==> src/rtl/i2c_pkg.sv <==
// Shared I2C constants: FSM state encoding, ACK/NACK levels, R/W bit values.
package i2c_pkg;

    localparam logic [2:0] ST_IDLE      = 3'd0;
    localparam logic [2:0] ST_ADDR      = 3'd1;
    localparam logic [2:0] ST_ADDR_ACK  = 3'd2;
    localparam logic [2:0] ST_WR_DATA   = 3'd3;
    localparam logic [2:0] ST_WR_ACK    = 3'd4;
    localparam logic [2:0] ST_RD_DATA   = 3'd5;
    localparam logic [2:0] ST_RD_ACK    = 3'd6;
    localparam logic [2:0] ST_WAIT_STOP = 3'd7;

    typedef enum logic [2:0] {
        IDLE      = ST_IDLE,
        ADDR      = ST_ADDR,
        ADDR_ACK  = ST_ADDR_ACK,
        WR_DATA   = ST_WR_DATA,
        WR_ACK    = ST_WR_ACK,
        RD_DATA   = ST_RD_DATA,
        RD_ACK    = ST_RD_ACK,
        WAIT_STOP = ST_WAIT_STOP
    } i2c_state_e;

    localparam logic I2C_ACK  = 1'b0;
    localparam logic I2C_NACK = 1'b1;
    localparam logic RW_WRITE = 1'b0;
    localparam logic RW_READ  = 1'b1;

endpackage

==> src/rtl/i2c_line_sync.sv <==
// SCL/SDA synchroniser with SCL edge and START/STOP detection.
// The newer of the last two stages is the synchronised level; the older one
// is the previous sample used for edge detection.
module i2c_line_sync #(
    parameter int SYNC_STAGES = 3
) (
    input  logic clk,
    input  logic rst,
    input  logic scl_in,
    input  logic sda_in,
    output logic s_sda,
    output logic scl_rise,
    output logic scl_fall,
    output logic start_det,
    output logic stop_det
);

    logic [SYNC_STAGES-1:0] scl_sync;
    logic [SYNC_STAGES-1:0] sda_sync;
    logic s_scl, scl_q, sda_q;

    // Shift pin levels in; preset to idle-high so reset never fakes an edge
    always_ff @(posedge clk or negedge rst) begin
        if (!rst) begin
            scl_sync <= '1;
            sda_sync <= '1;
        end else begin
            scl_sync <= {scl_sync[SYNC_STAGES-2:0], scl_in};
            sda_sync <= {sda_sync[SYNC_STAGES-2:0], sda_in};
        end
    end

    assign s_scl = scl_sync[SYNC_STAGES-2];
    assign scl_q = scl_sync[SYNC_STAGES-1];
    assign s_sda = sda_sync[SYNC_STAGES-2];
    assign sda_q = sda_sync[SYNC_STAGES-1];

    assign scl_rise  =  s_scl & ~scl_q;
    assign scl_fall  = ~s_scl &  scl_q;
    // SDA moving while SCL is steadily high is a bus condition, not data
    assign start_det = s_scl & scl_q &  sda_q & ~s_sda;
    assign stop_det  = s_scl & scl_q & ~sda_q &  s_sda;

endmodule

==> src/rtl/i2c_slave.sv <==
// I2C target: address match, byte receive to fabric, byte transmit from fabric.
// Never stretches SCL; SDA is driven open-drain through sda_oe.
module i2c_slave
    import i2c_pkg::*;
#(
    parameter logic [6:0] SLAVE_ADDR  = 7'h50,
    parameter int         SYNC_STAGES = 3
) (
    input  logic       clk,
    input  logic       rst,
    input  logic       scl_in,
    input  logic       sda_in,
    output logic       sda_oe,
    output logic [7:0] rx_data,
    output logic       rx_valid,
    input  logic       rx_ready,
    output logic       tx_req,
    input  logic [7:0] tx_data,
    output logic       busy,
    output logic       ack_error
);

    logic s_sda, scl_rise, scl_fall, start_det, stop_det;

    i2c_line_sync #(.SYNC_STAGES(SYNC_STAGES)) u_sync (
        .clk       (clk),
        .rst       (rst),
        .scl_in    (scl_in),
        .sda_in    (sda_in),
        .s_sda     (s_sda),
        .scl_rise  (scl_rise),
        .scl_fall  (scl_fall),
        .start_det (start_det),
        .stop_det  (stop_det)
    );

    i2c_state_e state, state_d;
    logic [2:0] bit_cnt, bit_cnt_d;
    logic [7:0] shreg, shreg_d, rx_data_d;
    logic       rw, rw_d, sda_oe_d, rx_valid_d, tx_req_d, busy_d, ack_error_d;
    logic       byte_done, byte_done_d;   // 8th write bit just shifted in
    logic       ack_arm, ack_arm_d;       // first half of an ACK slot seen
    logic       ack_bit, ack_bit_d;       // ACK/NACK level for the WR_ACK slot

    // State register
    always_ff @(posedge clk or negedge rst) begin
        if (!rst) state <= IDLE;
        else      state <= state_d;
    end

    // Datapath and output registers
    always_ff @(posedge clk or negedge rst) begin
        if (!rst) begin
            bit_cnt   <= '0;
            shreg     <= '0;
            rw        <= RW_WRITE;
            sda_oe    <= 1'b0;
            rx_data   <= '0;
            rx_valid  <= 1'b0;
            tx_req    <= 1'b0;
            busy      <= 1'b0;
            ack_error <= 1'b0;
            byte_done <= 1'b0;
            ack_arm   <= 1'b0;
            ack_bit   <= I2C_ACK;
        end else begin
            bit_cnt   <= bit_cnt_d;
            shreg     <= shreg_d;
            rw        <= rw_d;
            sda_oe    <= sda_oe_d;
            rx_data   <= rx_data_d;
            rx_valid  <= rx_valid_d;
            tx_req    <= tx_req_d;
            busy      <= busy_d;
            ack_error <= ack_error_d;
            byte_done <= byte_done_d;
            ack_arm   <= ack_arm_d;
            ack_bit   <= ack_bit_d;
        end
    end

    // Next-state and output logic; bus START/STOP override every state
    always_comb begin
        state_d     = state;
        bit_cnt_d   = bit_cnt;
        shreg_d     = shreg;
        rw_d        = rw;
        sda_oe_d    = sda_oe;
        rx_data_d   = rx_data;
        rx_valid_d  = 1'b0;
        tx_req_d    = 1'b0;
        busy_d      = busy;
        ack_error_d = ack_error;
        byte_done_d = 1'b0;
        ack_arm_d   = ack_arm;
        ack_bit_d   = ack_bit;
        if (start_det || stop_det) begin
            state_d   = start_det ? ADDR : IDLE;
            bit_cnt_d = '0;
            sda_oe_d  = 1'b0;
            busy_d    = 1'b0;
            ack_arm_d = 1'b0;
        end else begin
            case (state)
                ADDR: if (scl_rise) begin
                    shreg_d   = {shreg[6:0], s_sda};
                    bit_cnt_d = bit_cnt + 3'd1;
                    if (bit_cnt == 3'd7) begin
                        if (shreg[6:0] == SLAVE_ADDR) begin
                            state_d     = ADDR_ACK;
                            busy_d      = 1'b1;
                            ack_error_d = 1'b0;
                            rw_d        = s_sda ? RW_READ : RW_WRITE;
                            ack_arm_d   = 1'b0;
                        end else begin
                            state_d = WAIT_STOP;
                        end
                    end
                end
                ADDR_ACK: if (scl_fall) begin
                    if (!ack_arm) begin
                        sda_oe_d  = 1'b1;
                        ack_arm_d = 1'b1;
                    end else begin
                        ack_arm_d = 1'b0;
                        bit_cnt_d = '0;
                        if (rw == RW_WRITE) begin
                            sda_oe_d = 1'b0;
                            state_d  = WR_DATA;
                        end else begin
                            tx_req_d = 1'b1;
                            shreg_d  = tx_data;
                            sda_oe_d = ~tx_data[7];
                            state_d  = RD_DATA;
                        end
                    end
                end
                WR_DATA: if (byte_done) begin
                    ack_arm_d = 1'b0;
                    state_d   = WR_ACK;
                    if (rx_ready) begin
                        rx_data_d  = shreg;
                        rx_valid_d = 1'b1;
                        ack_bit_d  = I2C_ACK;
                    end else begin
                        ack_error_d = 1'b1;
                        ack_bit_d   = I2C_NACK;
                    end
                end else if (scl_rise) begin
                    shreg_d     = {shreg[6:0], s_sda};
                    bit_cnt_d   = bit_cnt + 3'd1;
                    byte_done_d = (bit_cnt == 3'd7);
                end
                WR_ACK: if (scl_fall) begin
                    if (!ack_arm) begin
                        sda_oe_d  = (ack_bit == I2C_ACK);
                        ack_arm_d = 1'b1;
                    end else begin
                        sda_oe_d  = 1'b0;
                        ack_arm_d = 1'b0;
                        state_d   = WR_DATA;
                    end
                end
                RD_DATA: if (scl_fall) begin
                    if (bit_cnt == 3'd7) begin
                        sda_oe_d  = 1'b0;
                        bit_cnt_d = '0;
                        ack_arm_d = 1'b0;
                        state_d   = RD_ACK;
                    end else begin
                        bit_cnt_d = bit_cnt + 3'd1;
                        shreg_d   = {shreg[6:0], 1'b0};
                        sda_oe_d  = ~shreg[6];
                    end
                end
                RD_ACK: if (!ack_arm) begin
                    if (scl_rise) begin
                        if (s_sda == I2C_ACK) begin
                            ack_arm_d = 1'b1;
                        end else begin
                            state_d = WAIT_STOP;
                            busy_d  = 1'b0;
                        end
                    end
                end else if (scl_fall) begin
                    ack_arm_d = 1'b0;
                    tx_req_d  = 1'b1;
                    shreg_d   = tx_data;
                    sda_oe_d  = ~tx_data[7];
                    state_d   = RD_DATA;
                end
                default: sda_oe_d = 1'b0;   // IDLE, WAIT_STOP: bus released
            endcase
        end
    end

endmodule

==> config.mk <==
export PLATFORM = sky130hd
export DESIGN_NAME = i2c_slave
export DESIGN_NICKNAME = d
export VERILOG_FILES = /design/src/rtl/i2c_pkg.sv /design/src/rtl/i2c_line_sync.sv /design/src/rtl/i2c_slave.sv
export SDC_FILE = /design/constraint.sdc
export NUM_CORES = 1
export LEC_CHECK = 0
export CELL_PAD_IN_SITES_DETAIL_PLACEMENT = 1
export CELL_PAD_IN_SITES_GLOBAL_PLACEMENT = 1
export CORE_ASPECT_RATIO = 1.2
export CORE_MARGIN = 3
export CORE_UTILIZATION = 41
export CTS_BUF_LIST = sky130_fd_sc_hd__clkbuf_2 sky130_fd_sc_hd__clkbuf_4 sky130_fd_sc_hd__clkbuf_8
export CTS_CLUSTER_SIZE = 14
export DETAILED_ROUTE_END_ITERATION = 8
export PLACE_DENSITY = 0.86
export SLEW_MARGIN = 30
export SYNTH_ARGS = -nofsm -noshare
export SYNTH_HDL_FRONTEND = slang
export SYNTH_SLANG_ARGS = --single-unit
==> constraint.sdc <==
create_clock -name clk -period 2 [get_ports clk]
set_clock_uncertainty 0.05 [all_clocks]
set_input_delay 0.3 -clock clk [delete_from_list [all_inputs] [get_ports clk]]
set_output_delay 0.3 -clock clk [all_outputs]
set_load 0.02 [all_outputs]
==> results.py, run 1 <==
metrics = {
    "place": {
        "port-buffer-count": 25,
        "dp_hpwl_mm": 4.340,
        "gp_congestion": 0.9293,
    },
    "synth": {
        "yosysWarnings": 0,
        "ys.flop_type": "dfrtp_1",
        "ys_seq_area_frac": 0.4352,
        "synth.distinct_cells": 52,
        "synth_seq_cells": 37,
        "synth-edff-count": 0,
        "ys_top_cells_by_area": "dfrtp_1 (36%), dfstp_2 (7.4%), mux2_4 (5.6%)",
        "yosysTopAreaCellShare": 0.3617,
        "yosys.area.top_type": "dfrtp_1",
        "syn_area_mm2": 0.002145,
        "async_flop_share": 1.000,
        "syn-mean-instance-area_um2": 10.94,
        "synth_nets": 211,
        "syn_inst": 196,
    },
    "route": {
        "wirelength_mm": 6.252,
        "post_drt_wl_per_cell_um": 20.91,
        "drc": 0,
        "drtAntennaViolNets": 0,
        "vias": 1721,
        "viasPerCell": 5.756,
        "drt_first_pass_iters": 4,
        "drt_iter0_markers": 147,
    },
    "sta": {
        "worstMarginPinSlew_ps": 507.6,
        "max_freq_mhz": 512.4,
        "setup_violations": 0,
        "drv_slew": 0,
        "relSlewSlack": 0.6616,
        "hold_viol": 0,
        "fin_hold_ws_ps": 307.9,
        "min_period_ps": 1952,
        "setup_tns_ps": 0,
        "fin_crit_sh": 0.9758,
    },
    "floorplan": {
        "io_pins": 26,
        "std_cell_rows": 28,
        "core_area_mm2": 0.005010,
        "initial_core_util": 0.4281,
        "die-area_mm2": 0.006138,
        "die_w_um": 72.02,
        "die_h_um": 85.23,
    },
    "worst_hold_path": {
        "hold_class": "register to register",
    },
    "worst_setup_path": {
        "required_ps": 2140,
        "worstSetupStartpointType": "register",
        "crit_chain": "nor2b_1, nand2_1, nor3b_2, and2_4, mux2_4",
        "critical_path_class": "register to register",
        "slowest_delay_ps": 520,
        "worst-path-max-fanout": 16,
        "crit_arrival_ps": 2090,
        "crit_slowest_cell": "dfrtp_2",
        "crit_path_end_kind": "register",
    },
    "status": {
        "status": "completed",
    },
    "layout": {
        "layout.nets": 253,
        "diodes": 0,
        "fillers": 552,
        "mostFrequentLayoutCell": "dfrtp_1",
        "syn2layout_area_growth_pct": 26.25,
        "drive_gt1_frac": 0.3096,
        "final_cell_mix": "dfrtp_1 (29), clkdlybuf4s50_1 (24), buf_4 (24)",
    },
    "global_route": {
        "grt_usage": 0.2110,
        "gr-total-overflow": 0,
        "antenna_found_initial": 0,
        "grt_pass1_vias": 1820,
        "grt_pass1_wl_mm": 9.715,
        "grt_max_degree": 21,
    },
    "clock_tree": {
        "clk_latency_ps": 300,
        "cts_buffers": 5,
        "clk_path_buf_depth": 2,
        "cts-root-buf": "clkbuf_8",
        "clock-sinks": 37,
        "clk_pin_slew_ps": 80,
        "cts-htree-levels": 2,
        "cts_tree": "done",
    },
    "power_and_ir_drop": {
        "leakage_uw": 0.001146,
        "vdd_drop_max_uv": 647.4,
        "power_density_mw_per_mm2": 1301,
    },
    "flow_run": {
        "cap_violations": 0,
    },
}
logic make-up (layout without fill, tap and decap cells):
| group | after synthesis | count (layout) | share of synthesized area |
|---|---|---|---|
| AOI/OAI and AO/OA | 46 | 46 | 0.1558 |
| xor gates and xnor gates | 2 | 2 | 0.008170 |
| adders and majority gates | 2 | 2 | 0.01167 |
| buffers and inverters | 21 | 64 | 0.06767 |
| DFF | 37 | 37 | 0.4352 |
| muxes | 28 | 28 | 0.1593 |
| and+or+nand+nor | 60 | 60 | 0.1622 |
final timing paths:
kind / from / endpoint / slack [ps] / cells after the start
worst min register to register: u_sync.scl_sync[0] / u_sync.scl_sync[1] / 310 / 0
max in group asynchronous: rst / state[1] / 960 / 3
worst max-delay path: state[2] / rx_data[2] / 50 / 5
worst min-delay path: u_sync.scl_sync[0] / u_sync.scl_sync[1] / 310 / 0
min in group asynchronous: rst / ack_arm / 450 / 2
worst max register to register: state[2] / rx_data[2] / 50 / 5
cell type report:
cell class | count | area [µm²] | share of cell area
multi-input combinational | 138 | 1107 | 0.4090
tap | 60 | 75.07 | 0.02773
clock buffer | 5 | 68.82 | 0.02542
timing repair buffer | 51 | 455.4 | 0.1682
clock inverter | 3 | 46.29 | 0.01710
inverter | 5 | 18.77 | 0.006932
sequential | 37 | 935.9 | 0.3457
worst max-delay path, delay by kind of cell, from the launching register on:
| family | cells | cell delay (ps) |
|---|---|---|
| flip-flops | 1 | 520 |
| multiplexers | 1 | 320 |
| AND/OR/NAND/NOR | 4 | 950 |
stage by stage:
stage / std cells / total power [µW] / utilization / setup WS (ps) / area [µm²]
global route: 299 / 3741 / 0.5405 / -4.572 / 2708
floorplan: 196 / 2227 / - / 73.18 / 2145
detailed placement: 288 / 2721 / 0.5037 / -47.25 / 2524
CTS: 298 / 3463 / 0.5320 / 10.05 / 2665
global placement: 288 / 2641 / 0.5037 / 42.69 / 2524
finish: 299 / 3523 / 0.5405 / 48.48 / 2708
registers in the layout (all words and copies together) (netlist names), 3 cells and up:
signal,count
rx_data,8
bit_cnt,3
u_sync.scl_sync,3
state,3
u_sync.sda_sync,3
shreg,8
cell usage after synthesis (all sizes together) (2+ instances only):
cell type   n
a211oi      5
a21boi      2
a21oi       8
a22o        2
a311oi      2
and3        2
buf        12
clkbuf      4
dfrtp      31
dfstp       6
ha          2
inv         5
mux2       25
mux2i       3
nand2       9
nand2b      9
nand3       2
nand3b      3
nor2       13
nor2b       6
nor3        8
nor3b       3
o211ai      4
o21ai      10
o22ai       3
o311a       2
xor2        2
where the power goes:
| group | switching [µW] | internal (µW) |
|---|---|---|
| logic | 866 | 823 |
| registers | 234 | 913 |
| clock network | 313 | 374 |
| total | 1410 | 2110 |
layer usage:
layer / GRT usage / routed length [µm] / up-vias
met5: 0 / 0 / -
met1: 0.2642 / 2671 / 878
li1: - / - / 786
met3: 0.03081 / 177 / 16
met4: 0.07863 / 165 / 0
met2: 0.3645 / 3238 / 41
what timing repair did:
action | 4_1_cts | 5_1_grt
pin swaps | 1 | 1
buffers inserted | 1 | 1
gates resized for setup | 1 | 10
hold buffers | 1 | 0
endpoints found under the hold margin | 13 | 0
setup endpoints to repair | 4 | 22
cloned | 0 | 0
(Power assumes the default switching activity.)
==> run 2: changes to the inputs <==
CORE_MARGIN = 2   (was 3)
GPL_ROUTABILITY_DRIVEN = 0   (was not set)
==> run 2 against run 1 <==
  * Via count up 3.1%
  * Final cell count down 0.33%
  * First-iteration DRC count up 4.8%
  * Utilization up 0.36 points
  * Die area down 5.1%
  * Largest power group unchanged
  * Critical path type unchanged
  * Highest routed layer unchanged
==> results.py, run 2 (same netlist as run 1, synthesis figures left out) <==
metrics = {
    "layout": {
        "largestRegisters": "rx_data x8, shreg x8",
        "stdcell_count": 298,
        "mostFrequentLayoutCell": "dfrtp_1",
        "fin_area_mm2": 0.002706,
        "drive_gt1_frac": 0.3235,
        "syn2layout_area_growth_pct": 26.20,
        "layout.nets": 252,
        "final_cell_mix": "dfrtp_1 (28), clkdlybuf4s50_1 (24), buf_4 (24)",
        "fillers": 541,
        "diodes": 0,
    },
    "worst_setup_path": {
        "r2r_cells": 5,
        "worst-path-max-fanout": 10,
        "slowest_delay_ps": 510,
        "worstReg2RegStart": "state[1]",
        "reg2reg_to": "shreg[5]",
        "startpoint": "state[1]",
        "regToRegSetupSlack_ps": 50,
        "required_ps": 2130,
        "crit_chain": "buf_4, nor2b_1, buf_4, mux2_2, mux2_1",
        "critical_path_class": "register to register",
        "crit_path_end_kind": "register",
        "crit_arrival_ps": 2070,
        "worstSetupStartpointType": "register",
        "cpMostUsedCell": "buf_4",
        "critPathCapture": "shreg[5]",
        "crit_slowest_cell": "dfrtp_2",
    },
    "sta": {
        "max_freq_mhz": 513.9,
        "rsz0062_at_grt": "true",
        "worstMarginPinSlew_ps": 834.6,
        "relSlewSlack": 0.4436,
        "hold_viol": 0,
        "fin_crit_sh": 0.9729,
        "setup_violations": 0,
        "min_period_ps": 1946,
        "drv_slew": 0,
        "worst_slack_ps": 54.28,
    },
    "global_route": {
        "grt_max_degree": 38,
        "antenna_found_initial": 0,
        "gr-total-overflow": 0,
        "grt_pass1_vias": 1944,
        "grt_usage": 0.2305,
        "grt_pass1_wl_mm": 10.41,
    },
    "floorplan": {
        "die-area_mm2": 0.005827,
        "initial_core_util": 0.4311,
        "io_pins": 26,
        "die_h_um": 83.23,
        "die_w_um": 70.02,
        "core_area_mm2": 0.004975,
        "std_cell_rows": 28,
    },
    "route": {
        "viasPerCell": 5.953,
        "vias": 1774,
        "drtAntennaViolNets": 0,
        "drt_iter0_markers": 154,
        "drc": 0,
        "wirelength_mm": 6.480,
        "post_drt_wl_per_cell_um": 21.74,
        "drt_first_pass_iters": 4,
    },
    "place": {
        "placed_area_mm2": 0.002496,
        "placed_cells": 286,
        "place_ws_ps": 14.58,
        "dp_hpwl_mm": 4.392,
        "port-buffer-count": 25,
    },
    "clock_tree": {
        "clk_pin_slew_ps": 80,
        "cts-htree-levels": 2,
        "clock-sinks": 37,
        "cts_buffers": 5,
        "cts_hold_buffers": 0,
        "clk_path_buf_depth": 2,
        "cts_tree": "done",
        "clk_latency_ps": 300,
        "cts-root-buf": "clkbuf_8",
    },
    "flow_run": {
        "cap_violations": 0,
    },
    "power_and_ir_drop": {
        "p_total_uw": 3601,
        "leakage_uw": 0.001140,
        "power_density_mw_per_mm2": 1330,
        "vdd_drop_max_uv": 584.8,
    },
    "worst_hold_path": {
        "hold_class": "input port to async pin",
    },
    "status": {
        "status": "completed",
    },
}
[run 2: layer usage]
metal,track usage,vias to the layer above,wire length (µm)
met1,0.2705,891,2517
met5,0,-,0
li1,-,787,-
met2,0.3792,74,3373
met3,0.05947,22,374
met4,0.1294,0,214
[run 2: how the worst min path moves through the flow]
stage | to | slack, ps | cells after the start | start
after floorplan | ack_arm | -50 | 0 | rst
after global placement | u_sync.scl_sync[1] | 300 | 0 | u_sync.scl_sync[0]
after detailed placement | u_sync.scl_sync[1] | 300 | 0 | u_sync.scl_sync[0]
after CTS | shreg[3] | 80 | 1 | rst
after global routing | rx_data[7] | 100 | 1 | rst
final | rx_data[2] | 50 | 1 | rst
[run 2: repair_timing]
| item | 4_1_cts | 5_1_grt |
|---|---|---|
| pin swaps | 0 | 4 |
| resized for setup | 4 | 10 |
| endpoints found under the setup margin | 13 | 22 |
| buffers inserted | 0 | 3 |
| gates cloned | 0 | 1 |
| endpoints found under the hold margin | 0 | 0 |
[run 2: power by group]
group | total, µW | leakage (µW) | internal (µW) | switching, µW
logic | 1740 | 0.000612 | 822 | 918
clock network | 704 | 0.0000574 | 406 | 298
registers | 1160 | 0.000470 | 916 | 242
total | 3600 | 0.00114 | 2140 | 1460
[run 2: worst max-delay path: cells and delay by family (launching register included)]
kind | cells | cell delay [ps]
buffers and inverters | 2 | 390
multiplexers | 2 | 620
flip-flops | 1 | 510
AND/OR/NAND/NOR | 1 | 260
[run 2: layout make-up]
type / count / area [µm²] / share of cell area
clock inverter: 2 / 37.54 / 0.01387
tap: 60 / 75.07 / 0.02774
sequential: 37 / 937.1 / 0.3463
multi-input combinational: 139 / 1130 / 0.4175
clock buffer: 6 / 82.58 / 0.03051
inverter: 5 / 18.77 / 0.006935
timing repair buffer: 49 / 425.4 / 0.1572
[run 2: through the flow]
step	util	hold WS, ps	TNS, ps
floorplan	-	-45.59	0
global placement	0.5018	296.9	0
detailed placement	0.5018	297.5	0
CTS	0.5284	77.04	0
global route	0.5440	97.64	-269.2
finish	0.5440	45.24	0
==> run 3: changes to the inputs <==
--- a/config.mk
+++ b/config.mk
@@ -16,3 +16,5 @@
 export GPL_ROUTABILITY_DRIVEN = 0
+export HOLD_SLACK_MARGIN = 0.05
 export PLACE_DENSITY = 0.86
+export SETUP_SLACK_MARGIN = 0.05
 export SLEW_MARGIN = 30
--- a/constraint.sdc
+++ b/constraint.sdc
@@ -4,2 +4,2 @@
 set_output_delay 0.3 -clock clk [all_outputs]
-set_load 0.02 [all_outputs]
+set_load 0.05 [all_outputs]
==> run 3 against run 2 <==
  * The flow now finishes with violations (negative setup slack)
  * Sequential cell count did not move
  * Combinational power is 13% higher
  * Via count rose by 6.1%
  * Fmax shrank 5.2%
  * Largest power group unchanged
  * First-iteration DRC count down 29%
  * Routed wire length up 13%
  * Final area grew 3.0%
  * Power is 6.6% higher
==> results.py, run 3 (same netlist as run 1, synthesis figures left out) <==
metrics = {
    "sta": {
        "drv_slew": 0,
        "setup_violations": 4,
        "rsz0062_at_grt": "true",
        "relSlewSlack": 0.4387,
        "worstMarginPinSlew_ps": 842.0,
        "min_period_ps": 2053,
        "max_freq_mhz": 487.1,
        "fin_crit_sh": 1.026,
        "setup_tns_ps": -72.10,
        "worst_slack_ps": -52.88,
        "hold_viol": 0,
    },
    "route": {
        "drt_iter0_markers": 109,
        "drc": 0,
        "post_drt_wl_per_cell_um": 23.92,
        "wirelength_mm": 7.344,
        "viasPerCell": 6.134,
        "drtAntennaViolNets": 0,
        "drt_first_pass_iters": 4,
        "vias": 1883,
    },
    "clock_tree": {
        "cts-root-buf": "clkbuf_8",
        "cts_tree": "done",
        "cts_hold_buffers": 0,
        "clk_pin_slew_ps": 80,
        "cts_buffers": 5,
        "clk_latency_ps": 300,
        "cts-htree-levels": 2,
        "clock-sinks": 37,
        "clk_path_buf_depth": 2,
    },
    "layout": {
        "seq_area_um2": 937.1,
        "syn2layout_area_growth_pct": 29.93,
        "layout.nets": 261,
        "diodes": 0,
        "multi_input_area_mm2": 0.001142,
        "final_cell_mix": "buf_4 (33), dfrtp_1 (28), clkdlybuf4s50_1 (24)",
        "finish.utilization": 0.5601,
        "fillers": 532,
        "largestRegisters": "rx_data x8, shreg x8",
        "mostFrequentLayoutCell": "buf_4",
        "drive_gt1_frac": 0.3644,
    },
    "global_route": {
        "grt_max_degree": 38,
        "grt_pass1_vias": 1956,
        "gr-total-overflow": 0,
        "top_usage_layer": "met2",
        "grt_usage": 0.2373,
        "grt_pass1_wl_mm": 10.68,
        "grt.met1_usage": 0.2836,
        "antenna_found_initial": 0,
        "grtUsageMet3": 0.05704,
        "use_met2": 0.4000,
    },
    "worst_setup_path": {
        "required_ps": 2140,
        "critical_path_class": "register to register",
        "worst-path-max-fanout": 8,
        "worstSetupStartpointType": "register",
        "crit_arrival_ps": 2190,
        "regToRegSetupSlack_ps": -50,
        "crit_path_end_kind": "register",
    },
    "power_and_ir_drop": {
        "seq_power_share": 0.300,
        "leakage_uw": 0.001186,
        "p_clk_frac": 0.185,
        "vdd_drop_max_uv": 622.0,
        "p_sw_uw": 1583,
        "power_frac_comb": 0.514,
        "power_density_mw_per_mm2": 1378,
        "internal_power_uw": 2257,
        "swShare": 0.4122,
    },
    "floorplan": {
        "die-area_mm2": 0.005827,
        "io_pins": 26,
        "die_w_um": 70.02,
        "std_cell_rows": 28,
        "core_area_mm2": 0.004975,
        "die_h_um": 83.23,
        "initial_core_util": 0.4311,
    },
    "place": {
        "place_ws_ps": 14.58,
        "dp_hpwl_mm": 4.392,
        "port-buffer-count": 25,
    },
    "worst_hold_path": {
        "hold_class": "input port to async pin",
    },
    "status": {
        "violations": "negative setup slack",
        "status": "finished with violations",
    },
    "flow_run": {
        "cap_violations": 0,
    },
}
-- run 3: timing repair --
action	4_1_cts	5_1_grt
setup buffers	1	11
resized for setup	8	11
gates cloned	1	0
endpoints found under the setup margin	17	21
pin swaps	2	7
-- run 3: worst paths after layout --
check	startpoint	endpoint	cells after the start
max	u_sync.scl_sync[2]	state[0]	6
min	rst	rx_data[2]	1
max reg2reg	u_sync.scl_sync[2]	state[0]	6
min reg2reg	u_sync.scl_sync[0]	u_sync.scl_sync[1]	0
max in group asynchronous	rst	state[2]	1
min in group clk	u_sync.scl_sync[0]	u_sync.scl_sync[1]	0
-- run 3: power by group through the flow --
| stage | registers [µW] | logic [µW] | clock network [µW] |
|---|---|---|---|
| final | 1150 | 1970 | 711 |
| after global routing | 1180 | 2120 | 751 |
| after CTS | 1140 | 1700 | 714 |
| after detailed placement | 1140 | 1610 | 0 |
| after global placement | 1130 | 1540 | 0 |
| after floorplan | 1040 | 1210 | 0 |
-- run 3: cell type report --
| class | instances | share of cell area |
|---|---|---|
| multi-input cells | 139 | 0.4100 |
| flip-flops and latches | 37 | 0.3363 |
| repair buffers | 58 | 0.1769 |
| clock buffers | 6 | 0.02964 |
| well taps | 60 | 0.02694 |
| clock inverters | 2 | 0.01347 |
| inverters | 5 | 0.006736 |
-- run 3: per-stage QoR --
stage / cell area [µm²] / total power, µW / cells / hold WS, ps
6_report: 2786 / 3840 / 307 / 45.00
5_1_grt: 2786 / 4051 / 307 / 98.82
4_1_cts: 2661 / 3551 / 296 / 77.04
3_5_place_dp: 2496 / 2756 / 286 / 297.5
3_3_place_gp: 2496 / 2668 / 286 / 296.9
2_1_floorplan: 2145 / 2251 / 196 / -45.59
-- run 3: metal layers --
| metal | vias up | part of all wire |
|---|---|---|
| met5 | - | 0 |
| met4 | 0 | 0.058 |
| met3 | 37 | 0.057 |
| met2 | 106 | 0.52 |
| met1 | 939 | 0.36 |
| li1 | 801 | - |
-- run 3: critical path, cell delays in order, from the launching register on --
cell,delay [ps]
dfstp_2,630
nor2b_2,300
nor2_1,160
a211oi_4,410
buf_4,180
and3_4,160
nor3_2,30
